$ cat src/rtl/cpu_pkg.sv
// Shared fetch-stage types and constants: PC/word widths, fetch FSM states, queue entry layout.
package cpu_pkg;

   localparam int PC_W    = 8;
   localparam int WORD_W  = 32;
   localparam int IMEM_AW = 6;
   localparam int PC_STEP = 4;

   typedef enum logic [1:0] {
      IDLE,
      FETCH,
      HOLD,
      DRAIN
   } fetch_state_e;

   typedef struct packed {
      logic [WORD_W-1:0] word;
      logic [PC_W-1:0]   pc;
   } queue_entry_t;

   localparam int ENTRY_W = $bits(queue_entry_t);

endpackage

$ cat src/rtl/fetch_fifo.sv
// Generic synchronous FIFO with push, pop, flush and occupancy count.
// DEPTH must be a power of two so the pointers wrap naturally.
module fetch_fifo #(
   parameter int  WIDTH = 8,
   parameter int  DEPTH = 4,
   localparam int PTR_W = $clog2(DEPTH),
   localparam int CNT_W = $clog2(DEPTH) + 1
) (
   input  logic             clk,
   input  logic             rst,
   input  logic             push,
   input  logic [WIDTH-1:0] push_data,
   input  logic             pop,
   input  logic             flush,
   output logic [WIDTH-1:0] head_data,
   output logic [CNT_W-1:0] count
);

   logic [WIDTH-1:0] mem_q [DEPTH];
   logic [PTR_W-1:0] wr_ptr_q, wr_ptr_d;
   logic [PTR_W-1:0] rd_ptr_q, rd_ptr_d;
   logic [CNT_W-1:0] count_q, count_d;
   logic             mem_we;

   // NOTE: every signal written here gets a default first, so no path can infer a latch.
   always_comb begin
      wr_ptr_d = wr_ptr_q;
      rd_ptr_d = rd_ptr_q;
      count_d  = count_q;
      mem_we   = 1'b0;
      if (flush) begin
         wr_ptr_d = '0;
         rd_ptr_d = '0;
         count_d  = '0;
      end else begin
         mem_we = push;
         if (push) wr_ptr_d = wr_ptr_q + PTR_W'(1);
         if (pop)  rd_ptr_d = rd_ptr_q + PTR_W'(1);
         count_d = count_q + CNT_W'(push) - CNT_W'(pop);
      end
   end

   // NOTE: sequential state uses non-blocking assignments so every flop samples pre-edge values.
   always_ff @(posedge clk) begin
      if (rst) begin
         wr_ptr_q <= '0;
         rd_ptr_q <= '0;
         count_q  <= '0;
      end else begin
         wr_ptr_q <= wr_ptr_d;
         rd_ptr_q <= rd_ptr_d;
         count_q  <= count_d;
      end
   end

   // NOTE: storage is deliberately not reset; an entry is only read once count covers it.
   always_ff @(posedge clk) begin
      if (mem_we) mem_q[wr_ptr_q] <= push_data;
   end

   assign head_data = mem_q[rd_ptr_q];
   assign count     = count_q;

endmodule

$ cat src/rtl/fetch_unit.sv
// Instruction fetch: byte PC, credit-limited word reads, in-order prefetch queue, redirect flush.
// Optional FETCH_STATS_EN adds saturating stat_fetched / stat_flushed counters.
module fetch_unit
   import cpu_pkg::*;
#(
   parameter int              DEPTH    = 4,
   parameter int              MAX_OUT  = 2,
   parameter logic [PC_W-1:0] RESET_PC = 8'h00
) (
   input  logic               clk,
   input  logic               rst,
   output logic               imem_req,
   output logic [IMEM_AW-1:0] imem_addr,
   input  logic               imem_rvalid,
   input  logic [WORD_W-1:0]  imem_rdata,
   input  logic               redirect_valid,
   input  logic [PC_W-1:0]    redirect_pc,
   output logic               instr_valid,
   input  logic               instr_ready,
   output logic [WORD_W-1:0]  instr_word,
   output logic [PC_W-1:0]    instr_pc
`ifdef FETCH_STATS_EN
   ,
   output logic [15:0]        stat_fetched,
   output logic [15:0]        stat_flushed
`endif
);

   localparam int               CNT_W     = $clog2(DEPTH) + 1;
   localparam logic [CNT_W:0]   DEPTH_C   = (CNT_W + 1)'(DEPTH);
   localparam logic [CNT_W-1:0] MAX_OUT_C = CNT_W'(MAX_OUT);

   fetch_state_e       state_q, state_d;
   logic [PC_W-1:0]    pc_q, pc_d;
   logic [CNT_W-1:0]   stale_q, stale_d;
   logic [CNT_W-1:0]   outstanding, q_count, remaining, stale_after;
   logic [PC_W-1:0]    tag_head;
   logic [ENTRY_W-1:0] q_head_raw;
   queue_entry_t       q_head, q_push_entry;
   logic               credit, rsp_live, rsp_stale, handshake;

   // The PC-tag FIFO holds one entry per read in flight, so its count is the outstanding count.
   fetch_fifo #(.WIDTH(PC_W), .DEPTH(DEPTH)) u_tag_fifo (
      .clk       (clk),
      .rst       (rst),
      .push      (imem_req),
      .push_data (pc_q),
      .pop       (rsp_live),
      .flush     (redirect_valid),
      .head_data (tag_head),
      .count     (outstanding)
   );

   fetch_fifo #(.WIDTH(ENTRY_W), .DEPTH(DEPTH)) u_instr_queue (
      .clk       (clk),
      .rst       (rst),
      .push      (rsp_live),
      .push_data (q_push_entry),
      .pop       (handshake),
      .flush     (redirect_valid),
      .head_data (q_head_raw),
      .count     (q_count)
   );

   assign q_push_entry = '{word: imem_rdata, pc: tag_head};
   assign q_head       = queue_entry_t'(q_head_raw);

   assign credit      = (({1'b0, q_count} + {1'b0, outstanding}) < DEPTH_C) && (outstanding < MAX_OUT_C);
   assign rsp_live    = imem_rvalid && (stale_q == '0);
   assign rsp_stale   = imem_rvalid && (stale_q != '0);
   assign instr_valid = (q_count != '0);
   assign handshake   = instr_valid && instr_ready;
   assign imem_req    = (state_q == FETCH) && credit && !redirect_valid;
   assign imem_addr   = pc_q[PC_W-1:2];
   assign instr_word  = instr_valid ? q_head.word : '0;
   assign instr_pc    = instr_valid ? q_head.pc : '0;

   // Reads still owed after this cycle's response; on a redirect they all turn stale.
   assign remaining   = outstanding - CNT_W'(rsp_live);
   assign stale_after = stale_q - CNT_W'(rsp_stale);

   always_comb begin
      state_d = state_q;
      pc_d    = imem_req ? pc_q + PC_W'(PC_STEP) : pc_q;
      stale_d = stale_after;
      unique case (state_q)
         IDLE:    state_d = FETCH;
         FETCH:   if (!credit) state_d = HOLD;
         HOLD:    if (credit) state_d = FETCH;
         DRAIN:   if (stale_after == '0) state_d = FETCH;
         default: state_d = IDLE;
      endcase
      if (redirect_valid) begin
         pc_d    = {redirect_pc[PC_W-1:2], 2'b00};
         stale_d = stale_after + remaining;
         state_d = (stale_d != '0) ? DRAIN : FETCH;
      end
   end

   always_ff @(posedge clk) begin
      if (rst) begin
         state_q <= IDLE;
         pc_q    <= RESET_PC;
         stale_q <= '0;
      end else begin
         state_q <= state_d;
         pc_q    <= pc_d;
         stale_q <= stale_d;
      end
   end

`ifdef FETCH_STATS_EN
   logic [15:0] fetched_q, fetched_d;
   logic [15:0] flushed_q, flushed_d;
   logic [16:0] flush_sum;

   // A word handshaked in the redirect cycle belongs to decode and is not counted as flushed.
   always_comb begin
      fetched_d = fetched_q;
      flushed_d = flushed_q;
      flush_sum = {1'b0, flushed_q} + 17'(q_count) - 17'(handshake) + 17'(outstanding);
      if (handshake && (fetched_q != 16'hFFFF)) fetched_d = fetched_q + 16'd1;
      if (redirect_valid) flushed_d = flush_sum[16] ? 16'hFFFF : flush_sum[15:0];
   end

   always_ff @(posedge clk) begin
      if (rst) begin
         fetched_q <= '0;
         flushed_q <= '0;
      end else begin
         fetched_q <= fetched_d;
         flushed_q <= flushed_d;
      end
   end

   assign stat_fetched = fetched_q;
   assign stat_flushed = flushed_q;
`endif

endmodule

$ cat config.mk
export PLATFORM = sky130hd
export DESIGN_NAME = fetch_unit
export DESIGN_NICKNAME = d
export VERILOG_FILES = /design/src/rtl/cpu_pkg.sv /design/src/rtl/fetch_fifo.sv /design/src/rtl/fetch_unit.sv
export SDC_FILE = /design/constraint.sdc
export NUM_CORES = 1
export LEC_CHECK = 0
export CELL_PAD_IN_SITES_DETAIL_PLACEMENT = 1
export CELL_PAD_IN_SITES_GLOBAL_PLACEMENT = 1
export CORE_ASPECT_RATIO = 1.75
export CORE_MARGIN = 1.5
export CORE_UTILIZATION = 30
export DETAILED_ROUTE_END_ITERATION = 7
export DONT_BUFFER_PORTS = 1
export GPL_ROUTABILITY_DRIVEN = 0
export GPL_TIMING_DRIVEN = 0
export PLACE_DENSITY_LB_ADDON = 0.1
export SYNTH_ARGS = -nofsm -noshare
export SYNTH_HDL_FRONTEND = slang
export SYNTH_SLANG_ARGS = --single-unit
$ cat constraint.sdc
create_clock -name clk -period 4.2 [get_ports clk]
set_clock_uncertainty 0.1 [all_clocks]
set_input_delay 0.21 -clock clk [delete_from_list [all_inputs] [get_ports clk]]
set_output_delay 0.21 -clock clk [all_outputs]
set_load 0.1 [all_outputs]
==> results of run 1 <==
-- final timing paths --
path | from | to | slack, ns | cells after the start
max | u_tag_fifo.count[2] | u_tag_fifo.count[2] | 0.24 | 10
min | rst | state_q[0] | 0.01 | 2
max reg2reg | u_tag_fifo.count[2] | u_tag_fifo.count[2] | 0.24 | 10
min reg2reg | u_instr_queue.rd_ptr_q[1] | flip-flop | 0.43 | 2
-- kinds of logic after synthesis --
| family | Yosys count | synth area share (%) |
|---|---|---|
| xor+xnor | 18 | 2.09 |
| fa+ha+maj | 23 | 3.78 |
| mux | 46 | 12.3 |
| simple gates | 103 | 6.94 |
| compound gates | 14 | 1.19 |
| buf+inv | 41 | 2.09 |
| flops | 205 | 71.5 |
| other cells | 1 | 0.0457 |
-- cells in the mapped netlist (all sizes together) --
cell type	number
and4	1
and3	5
clkinv	1
mux2i	2
fa	3
nor2	32
nand3	3
buf	6
or2	1
a21oi	3
nor3	2
nand2b	1
clkbuf	15
ha	20
a211oi	6
nor4b	1
or3	3
and2	46
nand2	3
o21ai	2
xnor2	13
conb	1
inv	19
nor4	3
mux4	44
xor2	4
or4b	1
o31a	1
dfxtp	29
edfxtp	176
a311oi	1
nand4	1
xnor3	1
a221o	1
-- metrics by stage --
step | util (%) | setup slack [ns] | hold slack [ns]
after floorplan | - | 0.579 | 0.188
after global placement | 32.3 | 0.228 | 0.191
after detailed placement | 32.6 | 0.184 | 0.197
after CTS | 36.8 | 0.165 | 0.00811
after global routing | 36.8 | 0.0418 | 0.0428
final | 36.8 | 0.243 | 0.0116
-- final cells by class --
type,instances,area [um^2],area share (%)
Buffer,21,97.6,0.995
Clock buffer,23,533,5.43
Clock inverter,15,166,1.70
Inverter,20,75.1,0.765
Multi-Input combinational cell,206,2170,22.2
Sequential cell,205,5870,59.8
Tap cell,324,405,4.13
Timing Repair Buffer,45,490,5.00
-- metal layers --
| metal | part of all wire (%) | vias to the layer above |
|---|---|---|
| met5 | 0 | - |
| met4 | 1.6 | 0 |
| met3 | 4.4 | 17 |
| met2 | 54 | 89 |
| met1 | 40 | 2100 |
| li1 | - | 1854 |
-- registers in the layout, summed over array words and instances (netlist names), named ones only --
signal                  count
pc_q                        6
stale_q                     3
state_q                     2
u_instr_queue.count         3
u_instr_queue.mem_q       152
u_instr_queue.rd_ptr_q      2
u_instr_queue.wr_ptr_q      2
u_tag_fifo.count            3
u_tag_fifo.mem_q           24
u_tag_fifo.rd_ptr_q         2
u_tag_fifo.wr_ptr_q         2
-- power breakdown --
| group | total, mW | internal (mW) | switching (mW) |
|---|---|---|---|
| clock | 1.90 | 1.11 | 0.785 |
| sequential | 2.48 | 2.37 | 0.114 |
| combinational | 1.96 | 0.459 | 1.50 |
==> results by group, run 1 <==
Layout
  – # diodes: 0
  – Commonest cells after routing, fill and taps aside: 176 x edfxtp_1, 46 x and2_1, 44 x mux4_2
  – Commonest non-fill, non-tap cell in the layout: edfxtp_1
  – Final Non-Filler Cells: 859
  – Final Cell Area: 9810 um^2
  – Layout cell share with drive strength beyond 1: 18.1%
  – Synth-to-Final Area Change: 19.6%
  – Fill count: 2662
  – Final-stage net count: 588

Detailed routing
  – 1st-pass router iterations: 4
  – Via count: 4060
  – Wire length per cell: 20.5 um
  – Initial DRC count: 155
  – Vias/cell: 4.73
  – Final WL: 17600 um
  – # DRC: 0
  – ANT nets after route: 0

Clock tree
  – CTS-repair resized insts: 0
  – Clk root buf: clkbuf_16
  – CTS tree: built
  – H-tree levels: 1
  – Sink Count: 205
  – Postcts setup bufs: 0
  – Num CTS Buffers: 21
  – Clk buf depth: 3
  – Clk_lat worst skew: 0.50 ns
  – CTS clk-pin slew, worst paths: 0.06 ns
  – Hold Buf Count CTS: 41

Yosys
  – Synth area leader: edfxtp_1
  – Register bit total from synthesis: 205
  – Post-Syn Area per Cell: 18.2 um^2
  – Ys Warns: 0
  – Post-Syn Area: 8200 um^2
  – Top-area cell type share of the netlist area: 64.4%
  – Cell variety after synth: 37
  – Top post-synthesis cells by area: edfxtp_1 64%, mux4_2 12%, dfxtp_1 7.1%
  – Seq/Total Area, Yosys: 71.5%
  – Post-Synthesis Cells: 451

Placed design
  – Placed Cells: 780
  – Buffers on Ports: 0
  – Cell area after placement: 8700 um^2
  – Hpwl dp: 11500 um

Worst setup path
  – Critical Path RT: 4.46 ns
  – Crit path cell chain: ha_1, or4b_4, or3_1, buf_6, nor2_2, ha_1, inv_1, fa_1, xnor2_1, nor2_1
  – Slowest-stage cell, CP: nor2_2
  – CP Buf/Inv Count: 2
  – Most common cell on crit path: ha_1
  – CP endpoint kind: flip-flop
  – WP data arrival: 4.22 ns
  – Startpoint Class: flip-flop
  – CP Max Fanout: 7
  – CP top delay family: simple AND/OR/NAND/NOR gates
  – Crit path kind: reg2reg
  – Crit path largest cell delay: 1.02 ns

Min path
  – Hold Crit Class: in2reg

Global route
  – Pin count of the biggest net entering global routing: 21
  – Tot GR Track Use: 12.8%
  – GRT busiest layer: met2
  – Met1 Use GR: 14.6%
  – GR Layer Usage met3: 2.32%
  – Total grt overflow: 0
  – Vias in the first global route: 4739
  – First-pass GRT wire length: 27600 um
  – M2 GR Usage: 24.0%
  – Initial antenna violation count: 0

Floorplan
  – Effective utilization at floorplan: 30.7%
  – Core Area: 26700 um^2
  – Die H: 222 um
  – Cell Rows: 79
  – Die Width: 128 um
  – DIE AREA: 28400 um^2
  – IO Pins: 93

STA
  – Slew @ Worst Pin: 1.38 ns
  – Tcrit/Tclk final: 94.2%
  – Worst relative slew slack: 8.08%
  – Final Hold Fails: 0
  – TNS Setup: 0 ns
  – Peak Freq: 253 MHz
  – Post-layout min period: 3.96 ns
  – # setup viols final: 0
  – Slew Viols, Final: 0
  – RSZ-0062 raised after global routing: false

Pwr
  – Power Density: 646 nW/um^2
  – Power Total: 6.34 mW
  – Total leakage power: 3.21 nW
  – Worst vdd ir: 0.263 mV

Run
  – Maxcap violations: 0

Outcome
  – Status: finished clean
Power figures use the tool's default switching activity.
==> inputs of run 2 (changes only) <==
- CTS_BUF_LIST: default -> sky130_fd_sc_hd__clkbuf_4 sky130_fd_sc_hd__clkbuf_8 sky130_fd_sc_hd__clkbuf_16
- HOLD_SLACK_MARGIN: default -> 0.08
==> results by group, run 2 (same netlist as run 1, synthesis figures left out) <==
Global route
  – Pin count of the biggest net entering global routing: 21 (unchanged)
  – First-pass GRT wire length: 27800 um (+0.58%)
  – Total grt overflow: 0 (unchanged)
  – GRT busiest layer: met2
  – Tot GR Track Use: 12.9% (+0.072 points)
  – M2 GR Usage: 24.2% (+0.19 points)
  – Initial antenna violation count: 0 (unchanged)
  – Vias in the first global route: 4773 (+0.72%)
  – Met1 Use GR: 14.6% (+0.016 points)
  – GR Layer Usage met3: 2.36% (+0.048 points)

Detailed routing
  – Vias/cell: 4.74 (+0.30%)
  – Final WL: 17800 um (+0.83%)
  – Initial DRC count: 166 (+7.1%)
  – ANT nets after route: 0 (unchanged)
  – Wire length per cell: 20.5 um (-0.10%)
  – Via count: 4110 (+1.2%)
  – # DRC: 0 (unchanged)
  – 1st-pass router iterations: 4 (unchanged)

Worst setup path
  – Slowest-stage cell, CP: nor2_2
  – Crit path kind: reg2reg
  – Critical Path RT: 4.46 ns (about the same)
  – WP data arrival: 4.23 ns (about the same)
  – Crit path largest cell delay: 1.03 ns (about the same)
  – CP Buf/Inv Count: 2 (unchanged)
  – CP top delay family: simple AND/OR/NAND/NOR gates
  – Most common cell on crit path: ha_1
  – Reg2reg setup slack: 0.23 ns (about the same)
  – Crit path cell chain: ha_1, or4b_4, or3_1, buf_6, nor2_2, ha_1, inv_1, fa_1, xnor2_1, nor2_1
  – CP endpoint kind: flip-flop
  – CP Max Fanout: 7 (unchanged)
  – Startpoint Class: flip-flop

Floorplan
  – Effective utilization at floorplan: 30.7% (unchanged)
  – Die H: 222 um (unchanged)
  – Die Width: 128 um (unchanged)
  – Cell Rows: 79 (unchanged)
  – DIE AREA: 28400 um^2 (unchanged)
  – IO Pins: 93 (unchanged)
  – Core Area: 26700 um^2 (unchanged)

Layout
  – Top flop regs: u_instr_queue.mem_q: 152 flops, u_tag_fifo.mem_q: 24 flops, pc_q: 6 flops
  – Synth-to-Final Area Change: 20.7%
  – Top reg by flops: u_instr_queue.mem_q
  – Commonest non-fill, non-tap cell in the layout: edfxtp_1
  – Fill count: 2662 (unchanged)
  – Commonest cells after routing, fill and taps aside: 176 x edfxtp_1, 49 x dlygate4sd3_1, 46 x and2_1
  – Final-stage net count: 596 (+1.4%)
  – Flip-flop count of the largest register after layout: 152 (unchanged)
  – # diodes: 0 (unchanged)
  – Layout cell share with drive strength beyond 1: 18.2% (+0.10 points)

STA
  – Post-layout min period: 3.97 ns (+0.0116 ns)
  – # setup viols final: 0 (unchanged)
  – RSZ-0062 raised after global routing: false
  – Final Hold Fails: 0 (unchanged)
  – Slew @ Worst Pin: 1.38 ns (+0.00540 ns)
  – Tcrit/Tclk final: 94.5% (+0.28 points)
  – TNS Setup: 0 ns (unchanged)
  – Worst relative slew slack: 7.72% (-0.36 points)
  – Peak Freq: 252 MHz (-0.29%)
  – Slew Viols, Final: 0 (unchanged)

Run
  – Maxcap violations: 0 (unchanged)

Pwr
  – Cell Int Power: 3.96 mW (+0.62%)
  – Reg power frac: 39.0% (-0.2 points)
  – Total leakage power: 3.26 nW (+1.5%)
  – Worst vdd ir: 0.264 mV (+0.27%)
  – Sw Pwr: 2.40 mW (about the same)
  – Switching portion of total power: 37.7% (-0.13 points)
  – Clock power frac: 30.0% (about the same)
  – Power Total: 6.36 mW (+0.42%)
  – Power Density: 643 nW/um^2 (-0.47%)
  – Gate power share: 31.0% (about the same)

Clock tree
  – Sink Count: 205 (unchanged)
  – Num CTS Buffers: 21 (unchanged)
  – CTS tree: built
  – Clk_lat worst skew: 0.50 ns (about the same)
  – H-tree levels: 1 (unchanged)
  – Clk root buf: clkbuf_16
  – Clk buf depth: 3 (unchanged)
  – CTS clk-pin slew, worst paths: 0.06 ns (about the same)
  – CTS-repair resized insts: 0 (unchanged)

Outcome
  – Status: finished clean

Placed design
  – Buffers on Ports: 0 (unchanged)
  – Hpwl dp: 11500 um (unchanged)

Min path
  – Hold Crit Class: in2reg
run 2: worst reg2reg max path, delay by kind of cell, from the launching register on:
family / cells / cell delay [ns]
buf+inv: 2 / 0.21
simple gates: 4 / 2.03
xor+xnor: 1 / 0.18
fa+ha+maj: 3 / 0.97
flops: 1 / 0.34
run 2: what timing repair did:
action	in CTS	in global routing
hold buffers	49	0
endpoints found under the hold margin	149	0
setup buffers	0	0
run 2: power by group through the flow:
stage	clock, mW	combinational [mW]	sequential, mW
floorplan	0	1.67	2.50
finish	1.91	1.97	2.48
global placement	0	1.91	2.53
global route	2.05	2.11	2.50
detailed placement	0	1.95	2.53
CTS	1.98	2.02	2.48
run 2: area by class of cell:
cell class                 instances  area, um^2  share of cell area (%)
sequential                       205        5870                    59.3
multi-input combinational        206        2170                    22.0
timing repair buffer              53         571                    5.77
clock buffer                      23         541                    5.46
tap                              324         405                    4.10
clock inverter                    15         166                    1.68
buffer                            21        97.6                   0.986
inverter                          20        75.1                   0.759
run 2: per-stage QoR:
step	setup WS (ns)	hold WS, ns	utilization, %	cells	cell area (um^2)
after global placement	0.228	0.191	32.3	776	8610
after floorplan	0.579	0.188	-	452	8210
after detailed placement	0.184	0.197	32.6	780	8700
final	0.232	0.137	37.1	867	9900
after CTS	0.165	0.124	37.1	867	9900
after global routing	0.0411	0.160	37.1	867	9900
run 2: path summary, 6_finish.rpt:
kind	start	end	cells past startpoint
setup / recovery	u_tag_fifo.count[2]	u_tag_fifo.count[2]	10
hold / removal	redirect_valid	stale_q[0]	3
setup reg to reg	u_tag_fifo.count[2]	u_tag_fifo.count[2]	10
hold reg to reg	u_instr_queue.rd_ptr_q[1]	flip-flop	2
run 2: per-layer routing:
layer / up-vias / routed length [um]
met5: - / 0
met4: 0 / 281
met3: 17 / 776
met2: 87 / 9640
met1: 2138 / 7060
li1: 1868 / -
==> inputs of run 3 (changes only) <==
- CORE_UTILIZATION: 30 -> 55
==> results by group, run 3 (same netlist as run 1, synthesis figures left out) <==
Detailed routing
  – 1st-pass router iterations: 4 (unchanged)
  – Via count: 4182 (+1.8%)
  – Vias/cell: 5.87 (+24%)
  – Initial DRC count: 210 (+27%)
  – Wire length per cell: 23.8 um (+16%)
  – # DRC: 0 (unchanged)
  – Final WL: 17000 um (-4.3%)
  – ANT nets after route: 0 (unchanged)

Worst setup path
  – CP Max Fanout: 7 (unchanged)
  – Startpoint Class: flip-flop
  – Crit path kind: reg2reg
  – Critical Path RT: 4.44 ns (-0.02 ns)
  – RR Startpoint: u_tag_fifo.count[2]
  – CP endpoint kind: flip-flop
  – WP data arrival: 4.17 ns (-0.06 ns)
  – Crit path from: u_tag_fifo.count[2]

Layout
  – Commonest cells after routing, fill and taps aside: 176 x edfxtp_1, 46 x and2_1, 44 x mux4_2
  – Multi-input logic area: 2170 um^2 (unchanged)
  – Final-stage net count: 589 (-1.2%)
  – Layout cell share with drive strength beyond 1: 17.6% (-0.60 points)
  – # diodes: 0 (unchanged)
  – Flip-flop count of the largest register after layout: 152 (unchanged)
  – Top flop regs: u_instr_queue.mem_q: 152 flops, u_tag_fifo.mem_q: 24 flops, pc_q: 6 flops
  – Synth-to-Final Area Change: 16.5%
  – Reg area: 5870 um^2 (unchanged)
  – Fill count: 1227 (-54%)
  – Commonest non-fill, non-tap cell in the layout: edfxtp_1
  – Top reg by flops: u_instr_queue.mem_q
  – Final Non-Filler Cells: 713 (-18%)

Clock tree
  – Clk buf depth: 3 (unchanged)
  – Postcts setup bufs: 0 (unchanged)
  – H-tree levels: 1 (unchanged)
  – Clk_lat worst skew: 0.48 ns (-0.02 ns)
  – CTS clk-pin slew, worst paths: 0.06 ns (about the same)
  – Clk root buf: clkbuf_16
  – Num CTS Buffers: 20 (-4.8%)
  – CTS tree: built
  – Sink Count: 205 (unchanged)

STA
  – Slew Viols, Final: 0 (unchanged)
  – RSZ-0062 raised after global routing: false
  – Worst hold slack: 0.0982 ns (-0.0386 ns)
  – Post-layout min period: 3.93 ns (-0.0410 ns)
  – # setup viols final: 0 (unchanged)
  – Slew @ Worst Pin: 1.35 ns (-0.0292 ns)
  – Peak Freq: 255 MHz (+1.0%)
  – Final Hold Fails: 0 (unchanged)
  – Tcrit/Tclk final: 93.5% (-0.98 points)
  – TNS Setup: 0 ns (unchanged)
  – Worst relative slew slack: 9.67% (+1.9 points)

Run
  – Maxcap violations: 0 (unchanged)

Min path
  – Hold Crit Class: in2reg
  – Hold Crit Start: imem_rvalid

Floorplan
  – Die Width: 95.3 um (-26%)
  – Core Area: 14400 um^2 (-46%)
  – Cell Rows: 58 (-27%)
  – Die H: 165 um (-26%)
  – IO Pins: 93 (unchanged)
  – Effective utilization at floorplan: 56.8% (+26 points)
  – DIE AREA: 15700 um^2 (-45%)

Global route
  – Pin count of the biggest net entering global routing: 26 (+24%)
  – Total grt overflow: 0 (unchanged)
  – Tot GR Track Use: 22.9% (+10 points)
  – First-pass GRT wire length: 26100 um (-6.2%)
  – Initial antenna violation count: 0 (unchanged)
  – Vias in the first global route: 4743 (-0.63%)

Pwr
  – Power Density: 638 nW/um^2 (-0.81%)
  – Worst vdd ir: 0.410 mV (+55%)
  – Total leakage power: 3.19 nW (-2.1%)

Placed design
  – Buffers on Ports: 0 (unchanged)
  – Placed Cells: 636 (-18%)
  – Hpwl dp: 11300 um (-1.8%)

Outcome
  – Status: finished clean
run 3: cell type report:
class                   count  share of cell area (%)
well taps                 180                    2.36
clock inverters             8                   0.458
inverters                  20                   0.786
multi-input cells         206                    22.8
clock buffers              26                    5.89
plain buffers              21                    1.02
flip-flops and latches    205                    61.4
repair buffers             47                    5.34
run 3: timing repair:
item | 4_1_cts | 5_1_grt
resized for setup | 0 | 0
setup endpoints to repair | 0 | 0
hold endpoints to repair | 148 | 0
hold buffers | 43 | 0
run 3: report_power, final:
part / switching, mW / total (mW) / internal, mW / leakage, nW
registers: 0.121 / 2.49 / 2.37 / 1.83
logic: 1.49 / 1.96 / 0.468 / 1.06
clock network: 0.697 / 1.64 / 0.947 / 0.305
run 3: worst max-delay path, cell delays in order (launching register included):
cell and delay (ns):
dfxtp_1 0.34, ha_1 0.30, or4b_4 0.53, or3_1 0.40, buf_6 0.15, nor2_2 1.01
ha_1 0.30, inv_1 0.06, fa_1 0.37, xnor2_1 0.17, nor2_1 0.06
run 3: through the flow:
stage	utilization, %	total power, mW	worst slack (ns)	instance area, um^2
2_1_floorplan	-	4.17	0.579	8210
3_3_place_gp	58.4	4.38	0.318	8430
3_5_place_dp	59.0	4.44	0.256	8520
4_1_cts	66.2	6.14	0.252	9560
5_1_grt	66.2	6.33	0.0784	9560
6_report	66.2	6.09	0.273	9560
run 3: worst paths after layout:
kind | endpoint | slack [ns] | cells past startpoint
min | u_instr_queue.wr_ptr_q[0] | 0.1 | 3
max | u_tag_fifo.count[2] | 0.27 | 10
min reg2reg | u_tag_fifo.rd_ptr_q[1] | 0.46 | 2
max reg2reg | u_tag_fifo.count[2] | 0.27 | 10
run 3: routing by layer:
| metal | up-vias | global-route usage, % | part of all wire, % |
|---|---|---|---|
| li1 | 1856 | - | - |
| met1 | 2158 | 24.4 | 34 |
| met4 | 0 | 7.06 | 2.1 |
| met5 | - | 0 | 0 |
| met2 | 137 | 44.8 | 59 |
| met3 | 31 | 3.27 | 4.8 |
